[src/rtl/axil_pkg.sv]
// Shared types and constants for the AXI4-Lite register master.
// Contents: FSM state enum, AXI response codes, the IP register offsets,
// and a helper that sizes the per-phase timeout counter.
package axil_pkg;

  typedef enum logic [2:0] {
    IDLE,
    WR,
    WR_B,
    RD_A,
    RD_R,
    RSP
  } axil_mst_state_e;

  localparam logic [1:0] RESP_OKAY   = 2'b00;
  localparam logic [1:0] RESP_SLVERR = 2'b10;

  localparam logic [3:0] REG_CTRL   = 4'h0;
  localparam logic [3:0] REG_STATUS = 4'h4;

  // Counter must hold TIMEOUT_CYCLES and is never narrower than 8 bits.
  function automatic int unsigned timer_width(input int unsigned timeout_cycles);
    int unsigned w;
    w = $clog2(timeout_cycles + 1);
    return (w < 8) ? 8 : w;
  endfunction

endpackage

[src/rtl/axil_phase_timer.sv]
// Per-phase watchdog for the AXI4-Lite master.
// Ports:
//   clk, rst     clock, synchronous active-high reset
//   i_clear      restart the count (not in a timed phase, or the phase is finishing)
//   o_expire_c   combinational: the current cycle is the last one allowed in this phase
// TIMEOUT_CYCLES = 0 disables expiry.
module axil_phase_timer
  import axil_pkg::*;
#(
  parameter int unsigned TIMEOUT_CYCLES = 256
) (
  input  logic clk,
  input  logic rst,
  input  logic i_clear,
  output logic o_expire_c
);

  localparam int unsigned CW    = timer_width(TIMEOUT_CYCLES);
  localparam int unsigned LIMIT = (TIMEOUT_CYCLES == 0) ? 0 : TIMEOUT_CYCLES - 1;

  logic [CW-1:0] r_cnt;

  // Count holds at the limit so it can never wrap back into range.
  always_ff @(posedge clk) begin
    if (rst || i_clear) begin
      r_cnt <= '0;
    end else if (!o_expire_c) begin
      r_cnt <= r_cnt + CW'(1);
    end
  end

  // Expiry is flagged while counting the last allowed cycle, so the abort
  // edge is exactly TIMEOUT_CYCLES cycles after phase entry.
  assign o_expire_c = (TIMEOUT_CYCLES != 0) && (r_cnt == CW'(LIMIT));

endmodule

[src/rtl/axil_master_ctrl.sv]
// AXI4-Lite initiator: turns single register commands from the control
// sequencer into AXI-Lite write/read transactions, one response per command.
// Ports:
//   clk, rst                  clock, synchronous active-high reset
//   cmd_valid/ready/we/addr/wdata   command channel (accepted in IDLE only)
//   rsp_valid/ready/rdata/resp/timeout  response channel (held until consumed)
//   m_axi_aw*/w*/b*/ar*/r*    AXI4-Lite master interface
module axil_master_ctrl
  import axil_pkg::*;
#(
  parameter int unsigned C_M_AXI_DATA_WIDTH = 32,
  parameter int unsigned C_M_AXI_ADDR_WIDTH = 4,
  parameter int unsigned TIMEOUT_CYCLES     = 256
) (
  input  logic                              clk,
  input  logic                              rst,
  input  logic                              cmd_valid,
  output logic                              cmd_ready,
  input  logic                              cmd_we,
  input  logic [C_M_AXI_ADDR_WIDTH-1:0]     cmd_addr,
  input  logic [C_M_AXI_DATA_WIDTH-1:0]     cmd_wdata,
  output logic                              rsp_valid,
  input  logic                              rsp_ready,
  output logic [C_M_AXI_DATA_WIDTH-1:0]     rsp_rdata,
  output logic [1:0]                        rsp_resp,
  output logic                              rsp_timeout,
  output logic [C_M_AXI_ADDR_WIDTH-1:0]     m_axi_awaddr,
  output logic [2:0]                        m_axi_awprot,
  output logic                              m_axi_awvalid,
  input  logic                              m_axi_awready,
  output logic [C_M_AXI_DATA_WIDTH-1:0]     m_axi_wdata,
  output logic [C_M_AXI_DATA_WIDTH/8-1:0]   m_axi_wstrb,
  output logic                              m_axi_wvalid,
  input  logic                              m_axi_wready,
  input  logic [1:0]                        m_axi_bresp,
  input  logic                              m_axi_bvalid,
  output logic                              m_axi_bready,
  output logic [C_M_AXI_ADDR_WIDTH-1:0]     m_axi_araddr,
  output logic [2:0]                        m_axi_arprot,
  output logic                              m_axi_arvalid,
  input  logic                              m_axi_arready,
  input  logic [C_M_AXI_DATA_WIDTH-1:0]     m_axi_rdata,
  input  logic [1:0]                        m_axi_rresp,
  input  logic                              m_axi_rvalid,
  output logic                              m_axi_rready
);

  axil_mst_state_e r_state;
  logic            r_aw_done;
  logic            r_w_done;

  logic w_aw_hs;
  logic w_w_hs;
  logic w_wr_done;
  logic w_timed;
  logic w_adv;
  logic w_expire;
  logic w_abort;

  assign m_axi_awprot = 3'b000;
  assign m_axi_arprot = 3'b000;
  assign m_axi_wstrb  = '1;

  assign w_aw_hs   = m_axi_awvalid && m_axi_awready;
  assign w_w_hs    = m_axi_wvalid && m_axi_wready;
  assign w_wr_done = (r_aw_done || w_aw_hs) && (r_w_done || w_w_hs);

  // Which states are watched by the timer, and whether the phase completes this cycle.
  always_comb begin
    w_timed = 1'b0;
    w_adv   = 1'b0;
    case (r_state)
      WR:      begin w_timed = 1'b1; w_adv = w_wr_done;                     end
      WR_B:    begin w_timed = 1'b1; w_adv = m_axi_bvalid && m_axi_bready;  end
      RD_A:    begin w_timed = 1'b1; w_adv = m_axi_arvalid && m_axi_arready; end
      RD_R:    begin w_timed = 1'b1; w_adv = m_axi_rvalid && m_axi_rready;  end
      default: begin w_timed = 1'b0; w_adv = 1'b0;                          end
    endcase
  end

  // A slave response in the expiry cycle takes priority over the abort.
  assign w_abort = w_timed && w_expire && !w_adv;

  axil_phase_timer #(
    .TIMEOUT_CYCLES (TIMEOUT_CYCLES)
  ) u_timer (
    .clk        (clk),
    .rst        (rst),
    .i_clear    (!w_timed || w_adv),
    .o_expire_c (w_expire)
  );

  // Transaction FSM with registered channel outputs.
  always_ff @(posedge clk) begin
    if (rst) begin
      r_state       <= IDLE;
      r_aw_done     <= 1'b0;
      r_w_done      <= 1'b0;
      cmd_ready     <= 1'b0;
      rsp_valid     <= 1'b0;
      rsp_rdata     <= '0;
      rsp_resp      <= RESP_OKAY;
      rsp_timeout   <= 1'b0;
      m_axi_awaddr  <= '0;
      m_axi_awvalid <= 1'b0;
      m_axi_wdata   <= '0;
      m_axi_wvalid  <= 1'b0;
      m_axi_bready  <= 1'b0;
      m_axi_araddr  <= '0;
      m_axi_arvalid <= 1'b0;
      m_axi_rready  <= 1'b0;
    end else begin
      case (r_state)
        IDLE: begin
          cmd_ready <= 1'b1;
          if (cmd_valid && cmd_ready) begin
            cmd_ready <= 1'b0;
            if (cmd_we) begin
              r_state       <= WR;
              m_axi_awaddr  <= cmd_addr;
              m_axi_wdata   <= cmd_wdata;
              m_axi_awvalid <= 1'b1;
              m_axi_wvalid  <= 1'b1;
              r_aw_done     <= 1'b0;
              r_w_done      <= 1'b0;
            end else begin
              r_state       <= RD_A;
              m_axi_araddr  <= cmd_addr;
              m_axi_arvalid <= 1'b1;
            end
          end
        end

        // AW and W complete independently, in any order.
        WR: begin
          if (w_aw_hs) begin
            m_axi_awvalid <= 1'b0;
            r_aw_done     <= 1'b1;
          end
          if (w_w_hs) begin
            m_axi_wvalid <= 1'b0;
            r_w_done     <= 1'b1;
          end
          if (w_wr_done) begin
            r_state      <= WR_B;
            m_axi_bready <= 1'b1;
          end
        end

        WR_B: begin
          if (m_axi_bvalid && m_axi_bready) begin
            r_state      <= RSP;
            m_axi_bready <= 1'b0;
            rsp_valid    <= 1'b1;
            rsp_rdata    <= '0;
            rsp_resp     <= m_axi_bresp;
            rsp_timeout  <= 1'b0;
          end
        end

        RD_A: begin
          if (m_axi_arvalid && m_axi_arready) begin
            r_state       <= RD_R;
            m_axi_arvalid <= 1'b0;
            m_axi_rready  <= 1'b1;
          end
        end

        RD_R: begin
          if (m_axi_rvalid && m_axi_rready) begin
            r_state      <= RSP;
            m_axi_rready <= 1'b0;
            rsp_valid    <= 1'b1;
            rsp_rdata    <= m_axi_rdata;
            rsp_resp     <= m_axi_rresp;
            rsp_timeout  <= 1'b0;
          end
        end

        RSP: begin
          if (rsp_ready) begin
            r_state     <= IDLE;
            rsp_valid   <= 1'b0;
            rsp_rdata   <= '0;
            rsp_resp    <= RESP_OKAY;
            rsp_timeout <= 1'b0;
            cmd_ready   <= 1'b1;
          end
        end

        default: r_state <= IDLE;
      endcase

      // Debug abort: drop every AXI handshake signal and report SLVERR.
      if (w_abort) begin
        r_state       <= RSP;
        m_axi_awvalid <= 1'b0;
        m_axi_wvalid  <= 1'b0;
        m_axi_bready  <= 1'b0;
        m_axi_arvalid <= 1'b0;
        m_axi_rready  <= 1'b0;
        rsp_valid     <= 1'b1;
        rsp_rdata     <= '0;
        rsp_resp      <= RESP_SLVERR;
        rsp_timeout   <= 1'b1;
      end
    end
  end

endmodule
[config.mk]
export PLATFORM = sky130hd
export DESIGN_NAME = axil_master_ctrl
export DESIGN_NICKNAME = d
export VERILOG_FILES = /design/src/rtl/axil_pkg.sv /design/src/rtl/axil_phase_timer.sv /design/src/rtl/axil_master_ctrl.sv
export SDC_FILE = /design/constraint.sdc
export NUM_CORES = 1
export LEC_CHECK = 0
export ABC_AREA = 1
export CAP_MARGIN = 5
export CELL_PAD_IN_SITES_DETAIL_PLACEMENT = 1
export CELL_PAD_IN_SITES_GLOBAL_PLACEMENT = 1
export CORE_MARGIN = 2
export CORE_UTILIZATION = 33
export CTS_BUF_LIST = sky130_fd_sc_hd__clkbuf_2
export DETAILED_ROUTE_END_ITERATION = 6
export PLACE_DENSITY = 0.88
export SYNTH_ARGS = -nofsm -noshare
export SYNTH_HDL_FRONTEND = slang
export SYNTH_SLANG_ARGS = --single-unit
[constraint.sdc]
create_clock -name clk -period 5.4 [get_ports clk]
set_input_delay 0.54 -clock clk [delete_from_list [all_inputs] [get_ports clk]]
set_output_delay 0.54 -clock clk [all_outputs]
set_load 0.01 [all_outputs]
# ---- Word level (Yosys, flattened, before mapping)
# Index checks and enable logic that the tools add are counted.
dict set report totals {
  regBits 96
  in_bits 82
  output_inout_bits 92
}
dict set report op_classes {
  add_sub_neg 1
  eq_ne 22
  mux 52
  n_bitwise 1
  n_reduce_logical 37
}
# operator n
set op_table {}
lappend op_table {{2-to-1 mux 32 bit} 3}
lappend op_table {{one-hot mux 32 bit (3 select lines)} 1}
lappend op_table {{2-to-1 mux 1 bit} 23}
lappend op_table {{2-to-1 mux 3 bit} 7}
lappend op_table {{inequality test 2 bit, second input constant} 10}
lappend op_table {{AND reduction 4 bit} 5}
lappend op_table {{inequality test 3 bit, second input constant} 6}
lappend op_table {{one-hot mux 3 bit (6 select lines)} 1}
lappend op_table {{one-hot mux 1 bit (2 select lines)} 8}
lappend op_table {{AND reduction 3 bit} 4}
lappend op_table {{AND reduction 6 bit} 2}
lappend op_table {{2-to-1 mux 2 bit} 5}
lappend op_table {{nonzero test 2 bit} 5}
lappend op_table {{adder 9 x 1 -> 9 bit, second input constant} 1}
lappend op_table {{== test 9 x 8 -> 1 bit, second input constant} 1}
lappend op_table {{logical AND 1 bit} 9}
lappend op_table {{== test 3 x 2 -> 1 bit, second input constant} 2}
lappend op_table {{== test 3 bit, second input constant} 2}
lappend op_table {{one-hot mux 1 bit (3 select lines)} 2}
lappend op_table {{one-hot mux 2 bit (3 select lines)} 1}
lappend op_table {{logical OR 1 bit} 4}
lappend op_table {{one-hot mux 1 bit (4 select lines)} 1}
lappend op_table {{nonzero test 4 bit} 1}
lappend op_table {{OR reduction 4 bit} 1}
lappend op_table {{7 further kinds} 8}

# ---- Logic depth before layout (Yosys ltp)
# Gate-level depths: netlist (run 1).
dict set report depth {
  ltp_word 8
  ltp_mapped 12
  depth_no_buf 11
}

# ---- Modules after synthesis
# A second synthesis (run 1) with hierarchy kept.
dict set report unflattened {
  hier_cells 486
  hier_area_um2 3832.4
}
# mod n_inst cells_each area_each_um2 seq_area_each_um2
set modules_own_cells {}
lappend modules_own_cells {axil_master_ctrl 1 425 3380.7 1741.7}
lappend modules_own_cells {axil_phase_timer 1 61 451.7 180.2}

# ---- Worst setup path before layout (run 1)
# No wires, ideal clock.
dict set report synth_path {
  path_type {reg-to-reg}
  start {register u_timer.r_cnt[0]}
  end {register rsp_rdata[21]}
  arrival_ps 1836
  t_required_ps 5284
  path_slack_ps 3449
  path_stages_with_launch 13
  path_cell_list {dfxtp_1 > ha_1 > nand2_1 > nor2_1 > and3_1 > ha_1 > inv_1 > nor2_1 > nand3_2 > nand2_2 > buf_6 > buf_6 > a21oi_2}
}
dict set report synth_via {
  elab_chain_cells 4
}
# item line_no
set synth_rtl {}
lappend synth_rtl {{start: declaration} axil_phase_timer.sv:21} ;# logic [CW-1:0] r_cnt;
lappend synth_rtl {{start signal: assignment} axil_phase_timer.sv:28} ;# r_cnt <= r_cnt + CW'(1);
lappend synth_rtl {{== test 9 x 8 -> 1 bit} axil_phase_timer.sv:34} ;# assign o_expire_c = (TIMEOUT_CYCLES != 0) && (r_cnt == CW'(LIMIT));
lappend synth_rtl {{logical AND 1 bit (2 in a row)} axil_master_ctrl.sv:82} ;# assign w_abort = w_timed && w_expire && !w_adv;
lappend synth_rtl {{OR reduction 2 bit (no source line)} --}
lappend synth_rtl {{end signal: assignment} axil_master_ctrl.sv:174} ;# rsp_rdata <= m_axi_rdata;
lappend synth_rtl {{end: declaration} axil_master_ctrl.sv:24} ;# output logic [C_M_AXI_DATA_WIDTH-1:0] rsp_rdata,
# Every way passes these cells.
# A chain may end at the register's enable or synchronous reset.

# ---- Worst setup path after layout (run 1)
dict set report layout_path {
  start {register r_state[2]}
  end {register m_axi_wdata[11]}
}
dict set report layout_via {
  elab_chain_cells 2
}
# item line_no
set layout_rtl {}
lappend layout_rtl {{start: declaration} axil_master_ctrl.sv:48} ;# axil_mst_state_e r_state;
lappend layout_rtl {{start signal: assignment} axil_master_ctrl.sv:96} ;# r_state <= IDLE;
lappend layout_rtl {{start signal: assignment} axil_master_ctrl.sv:119} ;# r_state <= WR;
lappend layout_rtl {{start signal: assignment} axil_master_ctrl.sv:127} ;# r_state <= RD_A;
lappend layout_rtl {{zero test 3 bit} axil_master_ctrl.sv:113} ;# case (r_state)
lappend layout_rtl {{AND reduction 3 bit (no source line)} --}
lappend layout_rtl {{end signal: assignment} axil_master_ctrl.sv:121} ;# m_axi_wdata <= cmd_wdata;
lappend layout_rtl {{end: declaration} axil_master_ctrl.sv:31} ;# output logic [C_M_AXI_DATA_WIDTH-1:0] m_axi_wdata,
# Every way passes these cells.

==> impl_metrics.json, run 1 <==
{
  "status": "completed",
  "path_cells": "inv_1 > nand2_2 > nor2_2 > nand2_1 > inv_2 > nor2_1 > nor2_1",
  "critical_path_peak_fanout": 39,
  "final_cells": 807,
  "rsz0062_at_grt": "false",
  "first_pass_iters": 4,
  "clock_latency_ns": 0.57,
  "crit_top_cell": "nor2_1",
  "cts_tree": "yes",
  "clockBufferDepth": 2,
  "layout_setup_ws_ns": 2.47,
  "top_usage_layer": "met2",
  "synth_seq_cells": 96,
  "cts_buffers": 9,
  "initialDrtViolationCount": 200,
  "ios": 174,
  "fin_tns_setup_ns": 0,
  "timing.rr.start": "r_state[2]",
  "finalCriticalPeriod_ns": 2.93,
  "cp-end-kind": "flop",
  "wl_per_cell_um": 15.7,
  "grt_pass1_wl_um": 20100,
  "required_ns": 5.86,
  "slew_viol_final": 0,
  "cp-start-kind": "flop",
  "post_cts_buffers": 0,
  "place_inst": 791,
  "finalSetupViolCount": 0,
  "synth-edff-count": 0,
  "vdd_drop_max_mv": 0.185,
  "cpPeakStageDelay_ns": 0.87,
  "seq_area_frac_synth_pct": 48.3,
  "finClkSkew_ns": 0.0296,
  "hold_viol_final": 0,
  "async_reset_ff_share_pct": 0,
  "hpwl_um": 9190,
  "viasPerCell": 4.88,
  "ctsResizeCount": 0,
  "dr_total_vias": 3935,
  "path_buf_inv": 2,
  "rows": 40,
  "finalWeightedCongestion": 0.835,
  "cp_data_arrival_time_ns": 3.40,
  "port_buffers": 163,
  "drv_cap": 0,
  "tightestPinTransition_ns": 1.21,
  "ys_warn_count": 0,
  "fmax_ghz": 0.341,
  "fillers": 1475,
  "syn_to_final_growth_pct": 44.0,
  "die_w_um": 114,
  "grt_max_degree": 45,
  "hold_path.class": "reg2reg",
  "diodes": 0,
  "fin_crit_sh_pct": 54.3,
  "synth_area_per_cell_um2": 7.77,
  "grt_usage_pct": 19.5,
  "cellPowerDensity_mw_per_mm2": 349,
  "grt_pass1_vias": 4077,
  "die-area_mm2": 0.0129,
  "die_y_um": 114,
  "grtUsageMet2_pct": 34.0,
  "use_met1_pct": 22.9,
  "layout_common_cells": "clkdlybuf4s50_1, nor2_1, dfxtp_1",
  "holdBufCountCts": 0,
  "crit_family": "simple AND/OR/NAND/NOR gates",
  "final_area_mm2": 0.00573,
  "syn-cell-area_mm2": 0.00398,
  "htree_levels": 3,
  "drive_gt1_share_pct": 7.12,
  "overflow": 0,
  "initial_core_util_pct": 33.4,
  "routed_wl_um": 12700,
  "drc_errors": 0,
  "ys_types": 31,
  "crit_type": "reg2reg",
  "synthFlopType": "dfxtp_1",
  "crit_path_top_delay_cell": "nand2_1",
  "ant_nets": 0,
  "path_clk_slew_ns": 0.24,
  "mostFrequentLayoutCell": "clkdlybuf4s50_1",
  "global_route.usage.met3_pct": 6.22,
  "p_leak_nw": 2.06,
  "final_nets": 739,
  "cts_sinks": 96,
  "slew_headroom_pct": 19.3,
  "clockRootBuffer": "clkbuf_2",
  "min_from": "rsp_rdata[15]",
  "syn-instance-count": 512,
  "postPlaceCellArea_mm2": 0.00557,
  "crit_path_start": "r_state[2]",
  "dp_slack_ns": 2.13,
  "antenna_found_initial": 0,
  "core_mm2": 0.0119
}
-- power breakdown --
part           total, W  internal [W]  switching [W]
Sequential     0.000851      0.000790      0.0000614
Combinational  0.000703      0.000277       0.000426
Clock          0.000447      0.000200       0.000247
-- layer usage --
| metal | vias to the layer above | routed length, um |
|---|---|---|
| met4 | 0 | 188 |
| met2 | 121 | 6220 |
| met1 | 1856 | 5330 |
| met3 | 13 | 958 |
| met5 | - | 0 |
| li1 | 1945 | - |
-- worst register-to-register path, stage by stage (launching register included) --
cell	delay [ns]
dfxtp_1	0.67
inv_1	0.18
nand2_2	0.14
nor2_2	0.06
nand2_1	0.87
inv_2	0.58
nor2_1	0.26
nor2_1	0.08
-- sequential cells by signal, summed over array words and instances, names as in the netlist, 2 cells and up --
register	flops
m_axi_wdata	32
rsp_rdata	32
m_axi_awaddr	4
r_state	3
m_axi_araddr	4
rsp_resp	2
u_timer.r_cnt	9
-- cell families (layout without fill, tap and decap cells) --
| family | after synthesis | in the layout | synth area share [%] |
|---|---|---|---|
| AND/OR/NAND/NOR | 255 | 255 | 28.7 |
| XOR/XNOR | 5 | 5 | 1.10 |
| buffers and inverters | 58 | 198 | 8.18 |
| flip-flops | 96 | 96 | 48.3 |
| other | 2 | 10 | 0.189 |
| adder cells (fa/ha/maj) | 2 | 2 | 0.629 |
| AO/OA/AOI/OAI | 94 | 94 | 12.9 |
-- path summary, 6_finish.rpt --
kind / to / slack (ns) / depth (start not counted)
max: m_axi_wdata[11] / 2.47 / 7
min: rsp_rdata[15] / 0.49 / 2
max reg2reg: m_axi_wdata[11] / 2.47 / 7
min reg2reg: rsp_rdata[15] / 0.49 / 2
-- final cells by class --
type	count	area, um^2	area share (%)
sequential	96	1920	33.5
tap	147	184	3.21
clock inverter	6	108	1.88
inverter	19	73.8	1.29
multi-input combinational	366	1760	30.7
clock buffer	10	50.0	0.874
timing repair buffer	163	1630	28.5
-- through the flow --
step / hold WS [ns] / utilization, % / power (W)
final: 0.485 / 48.1 / 0.00200
after global placement: 0.450 / 46.8 / 0.00154
after floorplan: 0.434 / - / 0.00132
after global routing: 0.471 / 48.1 / 0.00213
after detailed placement: 0.462 / 46.8 / 0.00157
after CTS: 0.470 / 48.1 / 0.00202
-- cells in the mapped netlist, types with 2 or more instances --
cell type  count  area (um^2)
nor2_4         2         22.5
inv_2          3         11.3
or2_2          2         12.5
buf_2          6         30.0
a21oi_1       38          190
clkbuf_1      13         48.8
nand4_1       33          206
inv_1         15         56.3
buf_6          6         67.6
buf_4         14          105
conb_1         2         7.51
nor2_2         4         25.0
a21oi_2       10         87.6
nor2_1       108          405
dfxtp_1       96         1920
nand2_2        6         37.5
nand3_2        2         20.0
o21ai_1        4         20.0
nor3_1         2         10.0
nand3_1       13         65.1
nand2_1       80          300
o21ai_0       40          200
xor2_1         4         35.0
ha_1           2         25.0
No activity file was read; power rests on OpenSTA's default activity.
==> inputs of run 2 (changes only) <==
--- a/config.mk
+++ b/config.mk
@@ -10,10 +10,10 @@
 export CELL_PAD_IN_SITES_DETAIL_PLACEMENT = 1
 export CELL_PAD_IN_SITES_GLOBAL_PLACEMENT = 1
 export CORE_MARGIN = 2
-export CORE_UTILIZATION = 33
+export CORE_UTILIZATION = 30
 export CTS_BUF_LIST = sky130_fd_sc_hd__clkbuf_2
 export DETAILED_ROUTE_END_ITERATION = 6
-export PLACE_DENSITY = 0.88
+export PLACE_DENSITY = 0.81
 export SYNTH_ARGS = -nofsm -noshare
 export SYNTH_HDL_FRONTEND = slang
 export SYNTH_SLANG_ARGS = --single-unit
==> constraint.sdc (replaced) <==
create_clock -name clk -period 2.75 [get_ports clk]
set_input_delay 0.275 -clock clk [delete_from_list [all_inputs] [get_ports clk]]
set_output_delay 0.275 -clock clk [all_outputs]
set_load 0.01 [all_outputs]
==> impl_metrics.json, run 2 (synthesized netlist as in run 1, its figures left out) <==
{
  "status": "completed",
  "drive_gt1_share_pct": 7.96,
  "rsz0062_at_grt": "false",
  "grt_pass1_wl_um": 20200,
  "cts_sinks": 96,
  "p_total_w": 0.00365,
  "first_pass_iters": 4,
  "path_cells": "ha_1 > nand2_1 > nor2_1 > and3_1 > ha_1 > inv_1 > nor2_1 > nand3_2 > nand2_2 > buf_4 > a21oi_1",
  "reg.largest.list": "m_axi_wdata (32), rsp_rdata (32), u_timer.r_cnt (9)",
  "layout_common_cells": "clkdlybuf4s50_1, nor2_1, dfxtp_1",
  "syn_to_final_growth_pct": 44.7,
  "antenna_found_initial": 0,
  "required_ns": 3.23,
  "die_w_um": 119,
  "dp_slack_ns": 0.502,
  "diodes": 0,
  "crit_type": "reg2reg",
  "core_mm2": 0.0131,
  "mostFrequentLayoutCell": "clkdlybuf4s50_1",
  "post_cts_buffers": 0,
  "clockBufferDepth": 2,
  "die-area_mm2": 0.0142,
  "cp-end-kind": "flop",
  "slew_viol_final": 0,
  "viasPerCell": 4.77,
  "finalCriticalPeriod_ns": 2.33,
  "ctsResizeCount": 0,
  "fillers": 1602,
  "rows": 42,
  "final_nets": 746,
  "hold_viol_final": 0,
  "grt_pass1_vias": 4016,
  "cp-start-kind": "flop",
  "cpPeakStageDelay_ns": 0.44,
  "clockRootBuffer": "clkbuf_2",
  "tightestPinTransition_ns": 0.690,
  "drc_errors": 0,
  "layout_setup_ws_ns": 0.418,
  "clock_latency_ns": 0.58,
  "ios": 174,
  "port_buffers": 163,
  "wl_per_cell_um": 14.9,
  "crit_path_top_delay_cell": "dfxtp_1",
  "fin_crit_sh_pct": 84.8,
  "grt_max_degree": 39,
  "htree_levels": 3,
  "finClkSkew_ns": 0.0316,
  "crit_path_start": "u_timer.r_cnt[0]",
  "hold_path.class": "in2reg",
  "critical_path_peak_fanout": 18,
  "timing.rr.start": "u_timer.r_cnt[0]",
  "fin_tns_setup_ns": 0,
  "slew_headroom_pct": 53.9,
  "cellPowerDensity_mw_per_mm2": 635,
  "holdBufCountCts": 0,
  "drv_cap": 0,
  "finalSetupViolCount": 0,
  "final_area_mm2": 0.00576,
  "cp_data_arrival_time_ns": 2.81,
  "finalWeightedCongestion": 0.800,
  "cts_tree": "yes",
  "cts_buffers": 9,
  "die_y_um": 119,
  "p_leak_nw": 2.05,
  "dr_total_vias": 4019,
  "postPlaceCellArea_mm2": 0.00567,
  "overflow": 0,
  "grt_usage_pct": 17.7,
  "initialDrtViolationCount": 166,
  "fmax_ghz": 0.429,
  "hpwl_um": 9390,
  "initial_core_util_pct": 30.4,
  "ant_nets": 0,
  "routed_wl_um": 12600,
  "min_from": "m_axi_rdata[0]",
  "path_clk_slew_ns": 0.27,
  "vdd_drop_max_mv": 0.265
}
run 2: changes by cell type in the layout (fill, tap and decap cells not counted):
cell | previous run | this run
buf_12 | 0 | 1
buf_4 | 0 | 6
bufinv_16 | 3 | 0
clkbuf_2 | 10 | 9
clkinv_2 | 1 | 2
clkinvlp_4 | 0 | 2
run 2: layout make-up:
cell class,instances,area [um^2],share of cell area [%]
flip-flops and latches,96,1920,33.4
multi-input cells,366,1760,30.6
repair buffers,170,1700,29.5
well taps,176,220,3.83
inverters,19,73.8,1.28
clock buffers,9,45.0,0.783
clock inverters,6,37.5,0.652
run 2: path summary, 6_finish.rpt:
check	to	slack, ns	cells after the start
max	rsp_rdata[3]	0.42	11
min reg2reg	rsp_rdata[5]	0.48	2
min	rsp_rdata[0]	0.24	3
max reg2reg	rsp_rdata[3]	0.42	11
run 2: report_power, final:
part	switching [W]	total, W	internal (W)
sequential	0.000120	0.00167	0.00155
clock	0.000476	0.000584	0.000109
combinational	0.000829	0.00140	0.000568
total	0.00142	0.00365	0.00223
run 2: stage by stage:
step	hold slack (ns)	instances	util, %
finish	0.243	842	44.0
global route	0.200	842	44.0
CTS	0.188	842	44.0
detailed placement	0.456	827	43.4
global placement	0.449	827	43.4
floorplan	0.344	520	-
run 2: per-layer routing:
metal,global-route usage (%),vias up,wire (um)
li1,-,1959,-
met1,20.0,1933,5160
met2,30.9,113,6260
met3,7.23,14,982
met4,4.91,0,174
met5,0,-,0
run 2: critical path, delay by kind of cell, from the launching register on:
kind / cells / cell delay (ns)
adder cells (fa/ha/maj): 2 / 0.47
buffers and inverters: 2 / 0.42
AND/OR/NAND/NOR: 6 / 0.81
flip-flops: 1 / 0.44
AO/OA/AOI/OAI: 1 / 0.08
